$ cat src/rtl/lsu_ctrl_if.sv
// Core-side request/response handshake and word-RAM port of the load/store unit.
interface lsu_ctrl_if;
    localparam int unsigned XLEN = 32;

    logic            req_valid;
    logic            req_ready;
    logic            req_we;
    logic [2:0]      req_funct3;
    logic [XLEN-1:0] req_addr;
    logic [XLEN-1:0] req_wdata;
    logic            rsp_valid;
    logic            rsp_ready;
    logic [XLEN-1:0] rsp_rdata;
    logic            rsp_err;
    logic [3:0]      wstrb;
    logic [XLEN-1:0] dAddr;
    logic [XLEN-1:0] dWdata;
    logic [XLEN-1:0] dRdata;

    modport slave (
        input  req_valid, req_we, req_funct3, req_addr, req_wdata, rsp_ready, dRdata,
        output req_ready, rsp_valid, rsp_rdata, rsp_err, wstrb, dAddr, dWdata
    );

    modport master (
        output req_valid, req_we, req_funct3, req_addr, req_wdata, rsp_ready, dRdata,
        input  req_ready, rsp_valid, rsp_rdata, rsp_err, wstrb, dAddr, dWdata
    );
endinterface

$ cat src/rtl/lsu_ctrl.sv
// RV32I load/store unit: one outstanding request, byte-lane strobes and
// lane-replicated store data toward a word RAM, extended load data back.
module lsu_ctrl #(
    parameter int unsigned RD_LATENCY = 0
) (
    input  logic       clk,
    input  logic       rst_n,
    lsu_ctrl_if.slave  bus
);
    localparam int unsigned XLEN = 32;

    typedef enum logic [1:0] {
        IDLE   = 2'd0,
        ACCESS = 2'd1,
        WAIT   = 2'd2,
        RESP   = 2'd3
    } state_e;

    state_e          state_q, state_d;
    logic            we_q, we_d;
    logic [2:0]      funct3_q, funct3_d;
    logic [1:0]      lane_q, lane_d;
    logic            req_ready_q;
    logic            rsp_valid_q, rsp_valid_d;
    logic [XLEN-1:0] rsp_rdata_q, rsp_rdata_d;
    logic            rsp_err_q, rsp_err_d;
    logic [3:0]      wstrb_q, wstrb_d;
    logic [XLEN-1:0] daddr_q, daddr_d;
    logic [XLEN-1:0] dwdata_q, dwdata_d;

    // Misalignment or funct3 that has no meaning for the access direction.
    function automatic logic access_err(input logic we, input logic [2:0] f3, input logic [1:0] a);
        logic err;
        case (f3)
            3'b000:  err = 1'b0;
            3'b001:  err = a[0];
            3'b010:  err = |a;
            3'b100:  err = we;
            3'b101:  err = we | a[0];
            default: err = 1'b1;
        endcase
        return err;
    endfunction

    function automatic logic [XLEN-1:0] load_extract(input logic [2:0] f3, input logic [1:0] a,
                                                     input logic [XLEN-1:0] word);
        logic [XLEN-1:0] shifted;
        logic [7:0]      b;
        logic [15:0]     h;
        logic [XLEN-1:0] res;
        shifted = word >> {a, 3'b000};
        b       = shifted[7:0];
        h       = a[1] ? word[31:16] : word[15:0];
        case (f3)
            3'b000:  res = {{24{b[7]}}, b};
            3'b100:  res = {24'h0, b};
            3'b001:  res = {{16{h[15]}}, h};
            3'b101:  res = {16'h0, h};
            default: res = word;
        endcase
        return res;
    endfunction

    // Next state and next values of every registered output.
    always_comb begin
        state_d     = state_q;
        we_d        = we_q;
        funct3_d    = funct3_q;
        lane_d      = lane_q;
        rsp_valid_d = rsp_valid_q;
        rsp_rdata_d = rsp_rdata_q;
        rsp_err_d   = rsp_err_q;
        wstrb_d     = 4'b0000;
        daddr_d     = '0;
        dwdata_d    = '0;

        case (state_q)
            IDLE: begin
                if (bus.req_valid && req_ready_q) begin
                    we_d     = bus.req_we;
                    funct3_d = bus.req_funct3;
                    lane_d   = bus.req_addr[1:0];
                    if (access_err(bus.req_we, bus.req_funct3, bus.req_addr[1:0])) begin
                        state_d     = RESP;
                        rsp_valid_d = 1'b1;
                        rsp_err_d   = 1'b1;
                        rsp_rdata_d = '0;
                    end else begin
                        state_d = ACCESS;
                        daddr_d = {bus.req_addr[31:2], 2'b00};
                        if (bus.req_we) begin
                            case (bus.req_funct3)
                                3'b000: begin
                                    wstrb_d  = 4'(4'b0001 << bus.req_addr[1:0]);
                                    dwdata_d = {4{bus.req_wdata[7:0]}};
                                end
                                3'b001: begin
                                    wstrb_d  = 4'(4'b0011 << {bus.req_addr[1], 1'b0});
                                    dwdata_d = {2{bus.req_wdata[15:0]}};
                                end
                                default: begin
                                    wstrb_d  = 4'b1111;
                                    dwdata_d = bus.req_wdata;
                                end
                            endcase
                        end
                    end
                end
            end
            ACCESS: begin
                if (!we_q && (RD_LATENCY == 1)) begin
                    state_d = WAIT;
                    daddr_d = daddr_q;
                end else begin
                    state_d     = RESP;
                    rsp_valid_d = 1'b1;
                    rsp_err_d   = 1'b0;
                    rsp_rdata_d = we_q ? '0 : load_extract(funct3_q, lane_q, bus.dRdata);
                end
            end
            WAIT: begin
                state_d     = RESP;
                rsp_valid_d = 1'b1;
                rsp_err_d   = 1'b0;
                rsp_rdata_d = load_extract(funct3_q, lane_q, bus.dRdata);
            end
            RESP: begin
                if (bus.rsp_ready) begin
                    state_d     = IDLE;
                    rsp_valid_d = 1'b0;
                    rsp_err_d   = 1'b0;
                    rsp_rdata_d = '0;
                end
            end
            default: state_d = IDLE;
        endcase
    end

    // Async reset clears strobes immediately, so a store cut short never writes.
    always_ff @(posedge clk or negedge rst_n) begin
        if (!rst_n) begin
            state_q     <= IDLE;
            we_q        <= 1'b0;
            funct3_q    <= 3'b000;
            lane_q      <= 2'b00;
            req_ready_q <= 1'b1;
            rsp_valid_q <= 1'b0;
            rsp_rdata_q <= '0;
            rsp_err_q   <= 1'b0;
            wstrb_q     <= 4'b0000;
            daddr_q     <= '0;
            dwdata_q    <= '0;
        end else begin
            state_q     <= state_d;
            we_q        <= we_d;
            funct3_q    <= funct3_d;
            lane_q      <= lane_d;
            req_ready_q <= (state_d == IDLE);
            rsp_valid_q <= rsp_valid_d;
            rsp_rdata_q <= rsp_rdata_d;
            rsp_err_q   <= rsp_err_d;
            wstrb_q     <= wstrb_d;
            daddr_q     <= daddr_d;
            dwdata_q    <= dwdata_d;
        end
    end

    assign bus.req_ready = req_ready_q;
    assign bus.rsp_valid = rsp_valid_q;
    assign bus.rsp_rdata = rsp_rdata_q;
    assign bus.rsp_err   = rsp_err_q;
    assign bus.wstrb     = wstrb_q;
    assign bus.dAddr     = daddr_q;
    assign bus.dWdata    = dwdata_q;
endmodule
$ cat src/flat_wrapper.sv
// flat-port wrapper written by rule: the top's interface ports become plain ports
module lsu_ctrl_flat 
#(
    parameter int unsigned RD_LATENCY = 0
)
  (clk, rst_n, bus_req_valid, bus_req_we, bus_req_funct3, bus_req_addr, bus_req_wdata, bus_rsp_ready, bus_dRdata, bus_req_ready, bus_rsp_valid, bus_rsp_rdata, bus_rsp_err, bus_wstrb, bus_dAddr, bus_dWdata);
  lsu_ctrl_if bus_i ();
  input  logic clk;
  input  logic rst_n;
  input wire logic [$bits(bus_i.req_valid)-1:0] bus_req_valid;
  input wire logic [$bits(bus_i.req_we)-1:0] bus_req_we;
  input wire logic [$bits(bus_i.req_funct3)-1:0] bus_req_funct3;
  input wire logic [$bits(bus_i.req_addr)-1:0] bus_req_addr;
  input wire logic [$bits(bus_i.req_wdata)-1:0] bus_req_wdata;
  input wire logic [$bits(bus_i.rsp_ready)-1:0] bus_rsp_ready;
  input wire logic [$bits(bus_i.dRdata)-1:0] bus_dRdata;
  output wire logic [$bits(bus_i.req_ready)-1:0] bus_req_ready;
  output wire logic [$bits(bus_i.rsp_valid)-1:0] bus_rsp_valid;
  output wire logic [$bits(bus_i.rsp_rdata)-1:0] bus_rsp_rdata;
  output wire logic [$bits(bus_i.rsp_err)-1:0] bus_rsp_err;
  output wire logic [$bits(bus_i.wstrb)-1:0] bus_wstrb;
  output wire logic [$bits(bus_i.dAddr)-1:0] bus_dAddr;
  output wire logic [$bits(bus_i.dWdata)-1:0] bus_dWdata;
  assign bus_i.req_valid = bus_req_valid;
  assign bus_i.req_we = bus_req_we;
  assign bus_i.req_funct3 = bus_req_funct3;
  assign bus_i.req_addr = bus_req_addr;
  assign bus_i.req_wdata = bus_req_wdata;
  assign bus_i.rsp_ready = bus_rsp_ready;
  assign bus_i.dRdata = bus_dRdata;
  assign bus_req_ready = bus_i.req_ready;
  assign bus_rsp_valid = bus_i.rsp_valid;
  assign bus_rsp_rdata = bus_i.rsp_rdata;
  assign bus_rsp_err = bus_i.rsp_err;
  assign bus_wstrb = bus_i.wstrb;
  assign bus_dAddr = bus_i.dAddr;
  assign bus_dWdata = bus_i.dWdata;
  lsu_ctrl #(.RD_LATENCY(RD_LATENCY)) u_core (.clk(clk), .rst_n(rst_n), .bus(bus_i));
endmodule
$ cat config.mk
export PLATFORM = sky130hd
export DESIGN_NAME = lsu_ctrl_flat
export DESIGN_NICKNAME = d
export VERILOG_FILES = /design/src/rtl/lsu_ctrl_if.sv /design/src/rtl/lsu_ctrl.sv /design/src/flat_wrapper.sv
export SDC_FILE = /design/constraint.sdc
export NUM_CORES = 1
export LEC_CHECK = 0
export CORE_UTILIZATION = 38
export DETAILED_ROUTE_END_ITERATION = 12
export HOLD_SLACK_MARGIN = 0.08
export PLACE_DENSITY = 0.73
export SLEW_MARGIN = 20
export SYNTH_ARGS = -nofsm -noshare
export SYNTH_HDL_FRONTEND = slang
export SYNTH_SLANG_ARGS = --single-unit
$ cat constraint.sdc
create_clock -name clk -period 2.1 [get_ports clk]
set_input_delay 0.315 -clock clk [delete_from_list [all_inputs] [get_ports clk]]
set_output_delay 0.315 -clock clk [all_outputs]
set_load 0.02 [all_outputs]
==> results.json <==
{
  "nets": 749,
  "critPathSlowestCell": "dfrtp_1",
  "wl_mm": 13.8,
  "maxCapViolCount": 0,
  "grt_use_total_pct": 21.9,
  "crit_end": "u_core.bus.rsp_rdata[25]",
  "insertion_delay_ns": 0.34,
  "cts.sinks": 109,
  "fin_crit_sh_pct": 91.7,
  "die_area_sq_um": 13100,
  "num_antenna_cells": 0,
  "r2r_slack_ns": 0.17,
  "postRouteAntennaNets": 0,
  "synth_area_per_cell_sq_um": 11.2,
  "startpoint": "u_core.lane_q[1]",
  "seq_area_frac_synth_pct": 56.6,
  "ys_warn_count": 0,
  "min_period_ns": 1.93,
  "crit_arrival_ns": 2.15,
  "synth_area_leader_cell": "dfrtp_1",
  "async_flop_share_pct": 100,
  "power_mw": 7.65,
  "finalSetupViolCount": 0,
  "crit_fanout": 16,
  "crit_path_end_kind": "flop",
  "critPathMaxStageDelay_ns": 0.49,
  "cts-htree-levels": 3,
  "crit_type": "flop to flop",
  "dr.pass1.iters": 4,
  "fin_util_pct": 61.1,
  "synthMostInstantiatedCell": "dfrtp_1",
  "rows": 40,
  "hold_violations": 0,
  "initial_core_util_pct": 39.5,
  "status": "finished, final reports clean",
  "postCtsResizedCells": 0,
  "syn-instance-count": 430,
  "cts_made_buffers": 9,
  "ff2ff_path_depth": 4,
  "yosysTopAreaCellShare_pct": 56.0,
  "netlist_area_sq_um": 4820,
  "drive_gt1_share_pct": 8.24,
  "pwr_density_cell_nw_per_um2": 1030,
  "drc": 0,
  "hpwl_mm": 9.95,
  "critical-path-top-delay-family": "compound AO/OA/AOI/OAI gates",
  "ios": 207,
  "gp_congestion": 0.885,
  "cts_tree": "yes",
  "reg2reg_to": "u_core.bus.rsp_rdata[25]",
  "setup_ws_ns": 0.174,
  "fill_cells": 1006,
  "vias": 4176,
  "synth_edf_count": 0,
  "die_w_microns": 115,
  "worstPathCellList": "mux2_2, a21oi_1, o311ai_4, a32o_1",
  "setup.worst_path.start_class": "flop",
  "grt_max_degree": 110,
  "p_leak_nw": 3.32,
  "cts_root_buf": "clkbuf_16",
  "drv_slew": 0,
  "timing.critical_path.buf_inv": 0,
  "io_buffers": 204,
  "hold_path.class": "flop to flop",
  "ir_worst_vdd_mv": 0.456,
  "fmax_mhz": 519,
  "core_sq_um": 12200,
  "pre_cts_ws_ns": -0.300,
  "ys.flop_type": "dfrtp_1",
  "relSlewSlack_pct": 30.2,
  "viasPerCell": 5.15,
  "crit_cells": 4,
  "tightestPinTransition_ns": 1.04,
  "critical_path_required_ns": 2.33,
  "antenna_found_initial": 0,
  "grt-ovfl-total": 0,
  "rsz0062_at_grt": "no",
  "worst_clock_skew_ns": 0.00576,
  "area_growth_pct": 54.7,
  "reg2reg_from": "u_core.lane_q[1]",
  "grt_pass1_wl_mm": 21.8,
  "dieHeight_microns": 115,
  "synth_seq_cells": 109,
  "grt_pass1_vias": 4316,
  "synth.area.top_cells": "dfrtp_1, and2_1, mux2i_1",
  "clk_path_buf_depth": 2,
  "wl_per_cell_microns": 17.1,
  "drtIter0Drc": 297,
  "clk_pin_slew_ns": 0.07,
  "synth_common_cells": "dfrtp_1, and2_1, nand2_1",
  "ys_types": 48
}
-- state kept, by name (all words and copies together) (netlist names) --
register and cells:
u_core.funct3_q 3, u_core.bus.wstrb 4, u_core.lane_q 2, u_core.bus.dWdata 32, u_core.bus.rsp_valid 1, u_core.bus.rsp_rdata 32, u_core.bus.req_ready 1, u_core.we_q 1
u_core.bus.dAddr 30, u_core.bus.rsp_err 1, u_core.state_q 2
-- stage by stage --
step | setup TNS [ns] | std cells | area (sq um) | hold WS, ns
2_1_floorplan | 0 | 431 | 4830 | 0.0194
3_3_place_gp | -3.57 | 796 | 7170 | 0.429
3_5_place_dp | -10.24 | 796 | 7170 | 0.436
4_1_cts | 0 | 810 | 7430 | 0.494
5_1_grt | 0 | 811 | 7460 | 0.512
6_report | 0 | 811 | 7460 | 0.488
-- where the power goes --
part | leakage [nW] | internal, mW | switching [mW]
sequential | 1.49 | 2.45 | 0.272
combinational | 1.71 | 1.62 | 1.80
clock | 0.121 | 0.787 | 0.721
-- cell families after synthesis --
group           after synthesis  synth area share, %
flops                       109                 56.6
simple gates                119                 13.2
fa+ha+maj                     4                 1.04
compound gates              128                 18.8
buf+inv                      38                 3.40
mux                          31                 6.88
other cells                   1               0.0778
-- per-layer routing --
metal | track usage (%) | up-vias | part of all wire [%]
met1 | 26.4 | 2017 | 41
met2 | 35.6 | 189 | 47
met5 | 0 | - | 0
met3 | 8.31 | 21 | 9.8
li1 | - | 1949 | -
met4 | 8.05 | 0 | 2.0
-- final cells by class --
type	instances	area [sq um]	area share, %
flip-flops and latches	109	2730	36.6
repair buffers	231	2310	30.9
multi-input cells	284	1950	26.1
clock buffers	11	233	3.12
well taps	168	210	2.82
inverters	6	22.5	0.302
clock inverters	2	13.8	0.184
-- placed cells by master (no fill, tap or decap), drive strengths merged, types with 2 or more instances in the layout --
cell type,netlist,layout
clkdlybuf4s50,0,203
o221ai,7,7
a211oi,13,13
nor4,2,2
ha,4,4
a221oi,2,2
inv,6,6
or2,2,2
a21oi,25,25
mux2i,23,23
clkinv,0,2
a21o,17,17
nand3,2,2
dfrtp,108,108
nand2,32,32
buf,12,27
nand2b,5,5
mux2,7,7
nor3,2,2
o2bb2ai,7,7
o22ai,2,2
a32o,17,17
and2,38,38
clkbuf,20,11
nor2b,16,16
conb,1,2
o21ai,29,29
nor2,17,17
-- timing repair --
item                                    CTS  global route
hold endpoints to repair                 45             0
endpoints found under the setup margin    0            17
hold buffers                              1             0
setup buffers                             0             1
-- how the worst min path moves through the flow --
stage / from / depth (start not counted) / slack (ns) / end
after global placement: rst_n / 2 / 0.43 / u_core.bus.rsp_rdata[6]
after detailed placement: rst_n / 2 / 0.44 / u_core.bus.rsp_rdata[6]
after global routing: bus_req_addr[16] / 2 / 0.51 / u_core.bus.dAddr[16]
final: u_core.bus.rsp_rdata[11] / 1 / 0.49 / u_core.bus.rsp_rdata[11]
after floorplan: rst_n / 0 / 0.02 / u_core.bus.dAddr[10]
after CTS: u_core.bus.rsp_rdata[11] / 1 / 0.49 / u_core.bus.rsp_rdata[11]
No activity file was read; power rests on OpenSTA's default activity.
